[src/rtl/inst_fetch_queue_pkg.sv]
// Shared types for the decode-side instruction fetch queue.
//   If_id_pkt_t : one fetch slot as registered by fetch (pc, npc, inst, valid, bp info)
//   stall_e     : dec_stall encoding seen by fetch
//   IFQ_DEPTH   : default queue depth
package inst_fetch_queue_pkg;

    localparam int unsigned IFQ_DEPTH = 8;

    typedef struct packed {
        logic [31:0] pc;
        logic [31:0] npc;
        logic [31:0] inst;
        logic        valid;
        logic        bp_hit;
        logic [1:0]  bp_state;
    } If_id_pkt_t;

    // 10 asks fetch to restart from slot 1, 01 asks it to repeat the whole group.
    typedef enum logic [1:0] {
        STALL_NONE = 2'b00,
        STALL_ALL  = 2'b01,
        STALL_S1   = 2'b10
    } stall_e;

endpackage

[src/rtl/ifq_credit.sv]
// Credit check for the fetch queue (purely combinational).
//   count_next_i : occupancy after this cycle's dequeue/enqueue
//   stall_d1_i   : dec_stall issued last cycle (bounds the group arriving next cycle)
//   dec_stall_o  : backpressure for fetch
module ifq_credit
    import inst_fetch_queue_pkg::*;
#(
    parameter int unsigned DEPTH = IFQ_DEPTH,
    parameter int unsigned CW    = $clog2(DEPTH) + 1
) (
    input  logic [CW-1:0] count_next_i,
    input  stall_e        stall_d1_i,
    output stall_e        dec_stall_o
);

    localparam logic [CW:0] DepthW = (CW + 1)'(DEPTH);
    localparam logic [CW:0] One    = (CW + 1)'(1);
    localparam logic [CW:0] Two    = (CW + 1)'(2);

    logic [CW:0] new_d1;
    logic [CW:0] used;
    logic [CW:0] avail;

    always_comb begin
        // New instructions the already-requested group can still bring.
        case (stall_d1_i)
            STALL_NONE: new_d1 = Two;
            STALL_S1:   new_d1 = One;
            default:    new_d1 = '0;
        endcase

        used  = {1'b0, count_next_i} + new_d1;
        avail = (used >= DepthW) ? '0 : DepthW - used;

        if (avail >= Two) begin
            dec_stall_o = STALL_NONE;
        end else if (avail == One) begin
            dec_stall_o = STALL_S1;
        end else begin
            dec_stall_o = STALL_ALL;
        end
    end

endmodule

[src/rtl/inst_fetch_queue.sv]
// Decode-side receiver for the 2-wide fetch packet stream.
//   clk_i, rst_ni : clock, asynchronous active-low reset
//   br_taken_i    : flush (mispredict/exception), same signal fetch sees
//   if_id_pkt_i   : registered 2-slot fetch group
//   dec_stall_o   : backpressure to fetch (00 none, 10 slot-1 refetch, 01 full refetch)
//   id_take_i     : thermometer dequeue request from decode (00, 01, 11)
//   id_pkt_o      : head and head+1 entries; .valid marks occupancy
//   ifq_count_o   : occupancy
//   ovf_err_o     : sticky, an enqueue was dropped for lack of space
module inst_fetch_queue
    import inst_fetch_queue_pkg::*;
#(
    parameter int unsigned DEPTH = IFQ_DEPTH,
    parameter int unsigned CW    = $clog2(DEPTH) + 1
) (
    input  logic             clk_i,
    input  logic             rst_ni,
    input  logic             br_taken_i,
    input  If_id_pkt_t [1:0] if_id_pkt_i,
    output logic [1:0]       dec_stall_o,
    input  logic [1:0]       id_take_i,
    output If_id_pkt_t [1:0] id_pkt_o,
    output logic [CW-1:0]    ifq_count_o,
    output logic             ovf_err_o
);

    localparam int unsigned PW = $clog2(DEPTH);

    If_id_pkt_t    mem_q [DEPTH];
    logic [PW-1:0] head_q, head_d, head_p1;
    logic [PW-1:0] tail_q, tail_d, tail_p1;
    logic [CW-1:0] count_q, count_d;
    logic [CW-1:0] space;
    logic          ovf_q, ovf_d;
    stall_e        stall_d1_q, stall_d1_d;
    stall_e        stall_d2_q, stall_d2_d;
    stall_e        credit_stall;
    stall_e        dec_stall;

    logic          deq0, deq1;
    logic [1:0]    ndeq, nreq, nenq;
    logic          drop0, drop1;
    logic          acc0, acc1;
    logic          wr0, wr1;
    If_id_pkt_t    wr_pkt0;

    assign head_p1 = head_q + PW'(1);
    assign tail_p1 = tail_q + PW'(1);

    always_comb begin
        // Only occupied entries dequeue; slot 1 needs slot 0 to go too.
        deq0 = id_take_i[0] && (count_q != '0);
        deq1 = id_take_i[1] && deq0 && (count_q >= CW'(2));
        ndeq = {1'b0, deq0} + {1'b0, deq1};

        // A stall two cycles back means fetch is replaying what we already hold.
        drop0 = (stall_d2_q == STALL_ALL) || (stall_d2_q == STALL_S1);
        drop1 = (stall_d2_q == STALL_ALL);
        acc0  = if_id_pkt_i[0].valid && !drop0;
        acc1  = if_id_pkt_i[1].valid && !drop1;
        nreq  = {1'b0, acc0} + {1'b0, acc1};

        // Compact accepted slots so the first one always lands at tail.
        wr_pkt0 = acc0 ? if_id_pkt_i[0] : if_id_pkt_i[1];

        space = CW'(DEPTH) - count_q + CW'(ndeq);
        nenq  = nreq;
        ovf_d = ovf_q;
        if (CW'(nreq) > space) begin
            nenq  = space[1:0];
            ovf_d = 1'b1;
        end

        wr0     = (nenq != 2'd0);
        wr1     = (nenq == 2'd2);
        count_d = count_q - CW'(ndeq) + CW'(nenq);
        head_d  = head_q + PW'(ndeq);
        tail_d  = tail_q + PW'(nenq);

        // Flush beats both dequeue and enqueue.
        if (br_taken_i) begin
            wr0     = 1'b0;
            wr1     = 1'b0;
            count_d = '0;
            head_d  = '0;
            tail_d  = '0;
            ovf_d   = ovf_q;
        end
    end

    ifq_credit #(
        .DEPTH (DEPTH),
        .CW    (CW)
    ) u_credit (
        .count_next_i (count_d),
        .stall_d1_i   (stall_d1_q),
        .dec_stall_o  (credit_stall)
    );

    assign dec_stall   = br_taken_i ? STALL_NONE : credit_stall;
    assign dec_stall_o = dec_stall;

    always_comb begin
        stall_d1_d = dec_stall;
        stall_d2_d = stall_d1_q;
        if (br_taken_i) begin
            stall_d1_d = STALL_NONE;
            stall_d2_d = STALL_NONE;
        end
    end

    always_ff @(posedge clk_i or negedge rst_ni) begin
        if (!rst_ni) begin
            head_q     <= '0;
            tail_q     <= '0;
            count_q    <= '0;
            ovf_q      <= 1'b0;
            stall_d1_q <= STALL_NONE;
            stall_d2_q <= STALL_NONE;
        end else begin
            head_q     <= head_d;
            tail_q     <= tail_d;
            count_q    <= count_d;
            ovf_q      <= ovf_d;
            stall_d1_q <= stall_d1_d;
            stall_d2_q <= stall_d2_d;
        end
    end

    // Payload storage needs no reset; occupancy comes from count_q.
    always_ff @(posedge clk_i) begin
        if (wr0) begin
            mem_q[tail_q] <= wr_pkt0;
        end
        if (wr1) begin
            mem_q[tail_p1] <= if_id_pkt_i[1];
        end
    end

    always_comb begin
        id_pkt_o[0]       = mem_q[head_q];
        id_pkt_o[0].valid = (count_q != '0);
        id_pkt_o[1]       = mem_q[head_p1];
        id_pkt_o[1].valid = (count_q >= CW'(2));
    end

    assign ifq_count_o = count_q;
    assign ovf_err_o   = ovf_q;

endmodule

[config.mk]
export PLATFORM = sky130hd
export DESIGN_NAME = inst_fetch_queue
export DESIGN_NICKNAME = d
export VERILOG_FILES = /design/src/rtl/inst_fetch_queue_pkg.sv /design/src/rtl/ifq_credit.sv /design/src/rtl/inst_fetch_queue.sv
export SDC_FILE = /design/constraint.sdc
export NUM_CORES = 2
export LEC_CHECK = 0
export BUFFER_PORTS_ARGS = -buffer_cell sky130_fd_sc_hd__buf_2
export CORE_UTILIZATION = 45
export CTS_CLUSTER_DIAMETER = 120
export DETAILED_ROUTE_END_ITERATION = 7
export SLEW_MARGIN = 20
export SYNTH_ARGS = -nofsm -noshare
export SYNTH_HDL_FRONTEND = slang
export SYNTH_SLANG_ARGS = --single-unit
export TNS_END_PERCENT = 50
[constraint.sdc]
create_clock -name clk_i -period 14.44 [get_ports clk_i]
set_input_delay 0.722 -clock clk_i [delete_from_list [all_inputs] [get_ports clk_i]]
set_output_delay 0.722 -clock clk_i [all_outputs]
set_load 0.05 [all_outputs]
# Yosys cells after proc, flatten, opt, wreduce, memory -nomap -nowiden
# Memory sizes are Yosys's and may differ from the RTL's.
# Cells that the tools add are included.
[op_classes]
n_addsub = 12
magnitude_cmp = 4
eq_ne = 5
muxes = 18
n_bitwise = 1
reduce_logical = 12
[op_table]
columns = ["op", "count"]
rows = [
  ["100-bit two-way mux", 1],
  ["2-bit two-way mux", 6],
  ["4-bit by 2-bit adder with 4-bit output", 2],
  ["3-bit by 1-bit adder with 3-bit output, second input constant", 2],
  ["3-bit by 2-bit adder with 3-bit output", 2],
  ["2-bit == test, second input constant", 3],
  ["1-bit two-way mux", 6],
  ["3-bit two-way mux", 2],
  ["4-bit by 2-bit adder with 5-bit output", 1],
  ["5-bit by 1-bit == test with 1-bit output, second input constant", 1],
  ["5-bit by 2-bit greater-or-equal comparator with 1-bit output, second input constant", 1],
  ["5-bit by 4-bit greater-or-equal comparator with 1-bit output, second input constant", 1],
  ["1-bit logical AND", 5],
  ["5-bit two-way mux", 1],
  ["4-bit by 5-bit subtractor with 5-bit output, first input constant", 1],
  ["1-bit by 1-bit adder with 2-bit output", 2],
  ["4-bit by 2-bit greater-or-equal comparator with 1-bit output, second input constant", 1],
  ["2-bit by 4-bit greater-than comparator with 1-bit output", 1],
  ["4-bit two-way mux", 1],
  ["2-bit one-hot mux with 2 select lines", 1],
  ["4-bit nonzero test", 1],
  ["4-bit by 2-bit subtractor with 4-bit output", 1],
  ["4-bit subtractor, first input constant", 1],
  ["2-bit by 1-bit == test with 1-bit output, second input constant", 1],
  ["other kinds (6)", 7],
]
[totals]
regBits = 15
mem_bits_rw = 800
in_bits = 205
output_inout_bits = 207
word_cells = 59
mem_count = 1
[mem_list]
columns = ["name", "words", "width", "rd", "rd_ports_with_merged_regs", "write_ports", "line", "source"]
rows = [
  ["mem_q", 8, 100, 2, 0, 2, "inst_fetch_queue.sv:29", "If_id_pkt_t mem_q [DEPTH];"],
]

# Depth between registers and ports, before layout
[depth]
word_depth = 18
mapped_depth = 28
mapped_depth_nobuf = 27

# Cells and area by module
# A second synthesis with hierarchy kept.
[unflattened]
cells_unflattened = 3535
area_unflattened_um2 = 49540.0
[by_module_without_submodules]
columns = ["mod", "instances", "cells_per_inst", "area_each_um2", "seq_area_each_um2"]
rows = [
  ["inst_fetch_queue", 1, 3510, 49328.6, 24158.2],
  ["ifq_credit", 1, 25, 211.5, 0.0],
]

# Least setup slack after synthesis
# Ideal clock, no wire load.
[synth_timing]
path_kind = "register -> output"
start = "register count_q[2], in the netlist ifq_count_o[2]"
end = "output dec_stall_o[1]"
arrival_time_ns = 8.555
required_time_ns = 13.718
path_slack_ns = 5.163
path_stages_with_launch = 29
path_cell_list = "dfrtp_1 -> inv_1 -> ha_1 -> nand2_1 -> or2_2 -> and2_1 -> ha_1 -> inv_1 -> ha_1 -> fa_1 -> ha_1 -> nor2b_1 -> o21ai_1 -> or2_1 -> buf_2 -> or2_2 -> a21oi_1 -> xnor2_1 -> ha_1 -> fa_1 -> nor2b_1 -> fa_1 -> inv_1 -> ha_1 -> xor2_1 -> nor3_1 -> nand2_1 -> o221a_2 -> nor4b_1"
[synth_rtl]
columns = ["item", "line", "source"]
rows = [
  ["start, declared", "inst_fetch_queue.sv:32", "logic [CW-1:0] count_q, count_d;"],
  ["start signal, assigned", "inst_fetch_queue.sv:123", "count_q <= count_d;"],
  ["end, declared", "inst_fetch_queue.sv:20", "output logic [1:0] dec_stall_o,"],
]

# Final worst setup path
[layout_timing]
start = "register count_q[2], in the netlist ifq_count_o[2]"
end = "output dec_stall_o[0]"
[layout_via]
elab_chain_len = 17
elab_cells_between_ends = 22
cone_classes = "add/sub: 7; order compare: 4; eq/ne: 1; mux: 6; reduce/logical: 4"
[layout_rtl]
columns = ["item", "line", "source"]
rows = [
  ["branches (longest 8 deep; another with 4-bit by 2-bit greater-or-equal comparator with 1-bit output)", "--", ""],
  ["4-bit by 2-bit adder with 4-bit output *", "inst_fetch_queue.sv:76", "count_d = count_q - CW'(ndeq) + CW'(nenq);"],
  ["4-bit two-way mux *", "inst_fetch_queue.sv:81", "if (br_taken_i) begin"],
  ["via count_d[1]", "inst_fetch_queue.sv:32", ""],
  ["4-bit by 2-bit adder with 5-bit output *", "ifq_credit.sv:32", "used = {1'b0, count_next_i} + new_d1;"],
  ["4-bit by 5-bit subtractor with 5-bit output or 5-bit by 4-bit greater-or-equal comparator with 1-bit output (tied branches)", "ifq_credit.sv:33", "avail = (used >= DepthW) ? '0 : DepthW - used;"],
  ["5-bit two-way mux *", "ifq_credit.sv:33", ""],
  ["branches (longest 2 deep; another with 5-bit by 2-bit greater-or-equal comparator with 1-bit output)", "--", ""],
  ["2-bit two-way mux *", "ifq_credit.sv:35", "if (avail >= Two) begin"],
  ["2-bit two-way mux *", "inst_fetch_queue.sv:100", "assign dec_stall = br_taken_i ? STALL_NONE : credit_stall;"],
]
# Mark *: on every way through the listed nets, which the timed path passes.

==> results.sh <==
export IMPL_status="finished, final reports clean"
export IMPL_drc_errors=0
export IMPL_ir_worst_vdd_mv=0.3344
export IMPL_cts_sinks=807
export IMPL_ys_seq_area_share_pct=53.19
export IMPL_p_per_area_nw_per_um2=244.1
export IMPL_core_area_um2=100000
export IMPL_ys_warn_count=0
export IMPL_worstPathRequired_ps=13720
export IMPL_rows=116
export IMPL_power_leakage_nw=16.22
export IMPL_grt_pass1_wl_um=224200
export IMPL_synth_top_cells_by_area="edfxtp_1, mux4_2, o2bb2ai_1, mux2_2, clkbuf_1"
export IMPL_crit_slowest_cell="fa_1"
export IMPL_die_area_um2=102200
export IMPL_ys_ff_latch=807
export IMPL_max_stage_delay_ps=630
export IMPL_final_seq_area_um2=24170
export IMPL_dp_worst_setup_slack_ps=6396
export IMPL_place_gp_congestion=0.7984
export IMPL_avgViaCountPerCell=7.141
export IMPL_htree_levels=3
export IMPL_synthToLayoutAreaGrowth_pct=13.23
export IMPL_tightest_slew_ps=1222
export IMPL_hp_class="input port to flip-flop"
export IMPL_cp_top_family="adder cells"
export IMPL_syn_avg_cell_area_um2=15.99
export IMPL_switching_share_pct=45.46
export IMPL_fin_tns_setup_ps=0
export IMPL_portBuffers=411
export IMPL_crit_top_cell="ha_1"
export IMPL_min_path_cells=2
export IMPL_power_switching_mw=5.708
export IMPL_skew_ps=19.62
export IMPL_cp_num_buf_inv=4
export IMPL_p_int_mw=6.848
export IMPL_synthDominantCellAreaShare_pct=52.36
export IMPL_total_power_mw=12.56
export IMPL_dp_hpwl_um=83690
export IMPL_clk_pin_slew_worst_paths_ps=60
export IMPL_path_depth=28
export IMPL_layout_common_cells="o2bb2ai_1, edfxtp_1, buf_2, mux4_2, mux2_2"
export IMPL_synth_distinct_cells=48
export IMPL_wl_per_cell_um=35.42
export IMPL_gr_total_overflow=0
export IMPL_final_cells=4412
export IMPL_drive_gt1_share_pct=40.08
export IMPL_slew_viol_final=0
export IMPL_grt_pass1_vias=32840
export IMPL_cts_hold_buf=1
export IMPL_multiInputGateArea_um2=19950
export IMPL_cts_setup_buffers=0
export IMPL_combPwrFrac_pct=55.1
export IMPL_grt_max_degree=159
export IMPL_syn_num_nets=3069
export IMPL_holdWs_ps=424.7
export IMPL_final_fill_count=8223
export IMPL_ys_flop_type="edfxtp_1"
export IMPL_drtAntennaViolNets=0
export IMPL_postSynth_asyncResetShare_pct=1.859
export IMPL_finalCriticalPeriod_ps=8785
export IMPL_maxCapViolations=0
export IMPL_grt_usage_pct=30.23
export IMPL_ff2ff_path_depth=27
export IMPL_dp_cells=4222
export IMPL_vias=31505
export IMPL_routed_wl_um=156300
export IMPL_initial_core_util_pct=45.42
export IMPL_numCtsBuffers=90
export IMPL_die_height_um=319.7
export IMPL_root_buffer="clkbuf_16"
export IMPL_period_share_pct=60.84
export IMPL_synth_cells=2840
export IMPL_path_max_fanout=6
export IMPL_final_nets=3247
export IMPL_fmax_mhz=113.8
export IMPL_synth_area_um2=45420
export IMPL_drtIter0Drc=3403
export IMPL_crit_arrival_ps=8060
export IMPL_die_width_um=319.7
export IMPL_max_clock_path_buffers=3
export IMPL_setup_slack_ps=5655
export IMPL_worst_setup_path_end_kind="output port"
export IMPL_yosys_area_top_type="edfxtp_1"
export IMPL_setup_viol=0
export IMPL_cts_resized_gates=0
export IMPL_tritoncts="done"
export IMPL_antenna_found_initial=36
export IMPL_num_io_pins=412
export IMPL_power_frac_seq_pct=26.0
export IMPL_first_pass_iters=5
export IMPL_cp_start_kind="flip-flop"
export IMPL_power_share_clock_pct=18.8
export IMPL_maxSlewHeadroom_pct=18.55
export IMPL_clk_latency_ps=690
export IMPL_rsz0062_at_grt="no"
export IMPL_hold_viol=0
export IMPL_synth_edff_count=792
export IMPL_crit_type="flip-flop to output port"
==> worst register-to-register path, cell delays in order (launching register included) <==
cell and delay [ps]:
dfrtp_1 400, inv_1 120, ha_1 150, nand2_1 70, or2_2 280, and2_1 160, ha_1 340, inv_1 70
ha_1 210, fa_1 550, ha_1 340, nor2b_1 140, o21ai_1 250, or2_1 340, nor2_1 130, nor2_1 180
a21oi_1 80, fa_1 580, fa_1 410, nor2b_1 190, fa_1 630, inv_1 70, ha_1 220, xor2_1 170
nor3_1 210, nand2_1 90, o221a_2 270, o41ai_1 400
==> power by group through the flow <==
| stage | Combinational (mW) | Clock [mW] | Sequential [mW] |
|---|---|---|---|
| finish | 6.92 | 2.36 | 3.27 |
| global route | 7.20 | 2.46 | 3.31 |
| CTS | 6.93 | 2.38 | 3.27 |
| detailed placement | 6.90 | 0 | 3.32 |
| global placement | 6.83 | 0 | 3.28 |
| floorplan | 5.14 | 0 | 3.26 |
==> layer usage <==
layer | wire [µm] | vias to the layer above | track usage, %
met1 | 58980 | 16630 | 38.89
met5 | 147 | - | 0
met3 | 15320 | 360 | 6.611
met2 | 76090 | 1888 | 49.49
li1 | - | 12603 | -
met4 | 5716 | 24 | 12.84
==> stage by stage <==
| stage | area, µm² | utilization (%) |
|---|---|---|
| floorplan | 45420 | - |
| global placement | 48350 | 48.35 |
| detailed placement | 48350 | 48.35 |
| CTS | 51350 | 51.35 |
| global route | 51420 | 51.42 |
| finish | 51430 | 51.43 |
==> flip-flops by register name, summed over array words and instances (netlist names) <==
signal       cells
mem_q          792
ovf_err_o        1
stall_d2_q       2
tail_q           3
stall_d1_q       2
head_q           3
ifq_count_o      4
==> worst paths after layout <==
kind | start | slack (ps) | endpoint
worst max-delay path | ifq_count_o[2]$_DFF_PN0_ | 5650 | dec_stall_o[0]
max in group asynchronous | rst_ni | 13630 | head_q[1]$_DFF_PN0_
worst max register to register | ifq_count_o[2]$_DFF_PN0_ | 7240 | stall_d1_q[0]$_DFF_PN0_
min in group asynchronous | rst_ni | 500 | ifq_count_o[2]$_DFF_PN0_
worst min-delay path | if_id_pkt_i[145] | 420 | mem_q[7][45]$_DFFE_PP_
worst min register to register | ovf_err_o$_DFFE_PN0P_ | 480 | ovf_err_o$_DFFE_PN0P_
==> layout make-up <==
| type | count | share of cell area (%) |
|---|---|---|
| Inverter | 15 | 0.1095 |
| Clock inverter | 55 | 1.197 |
| Tap cell | 1298 | 3.158 |
| Sequential cell | 807 | 46.99 |
| Multi-Input combinational cell | 1634 | 38.79 |
| Antenna cell | 20 | 0.09731 |
| Clock buffer | 113 | 4.627 |
| Timing Repair Buffer | 470 | 5.026 |
==> synthesized netlist by cell type (2+ instances only) <==
cell type and number:
a41o_1 6, dfrtp_1 15, nor2_1 13, edfxtp_1 792, nand3_1 9, nor3_1 7, buf_4 5, or2_2 2
inv_1 14, a21oi_2 6, a21o_1 3, nand2_1 111, and2_1 2, mux4_2 396, nand2b_1 3, xnor2_2 2
mux2_2 198, clkbuf_1 196, buf_1 142, ha_1 18, fa_1 6, a31o_1 2, buf_2 41, nor2b_1 13
o211ai_2 8, xor2_1 7, a21oi_1 8, o2bb2ai_1 792, nand3b_1 2, xnor2_1 3
==> kinds of logic after synthesis <==
kind of cell / count (synthesis) / share of synthesized area (%)
AOI/OAI and AO/OA: 835 / 16.15
xor gates and xnor gates: 12 / 0.2645
adders and majority gates: 24 / 0.7603
buffers and inverters: 399 / 3.452
DFF: 807 / 53.19
muxes: 594 / 24.54
and+or+nand+nor: 169 / 1.647
(Power assumes the default switching activity.)
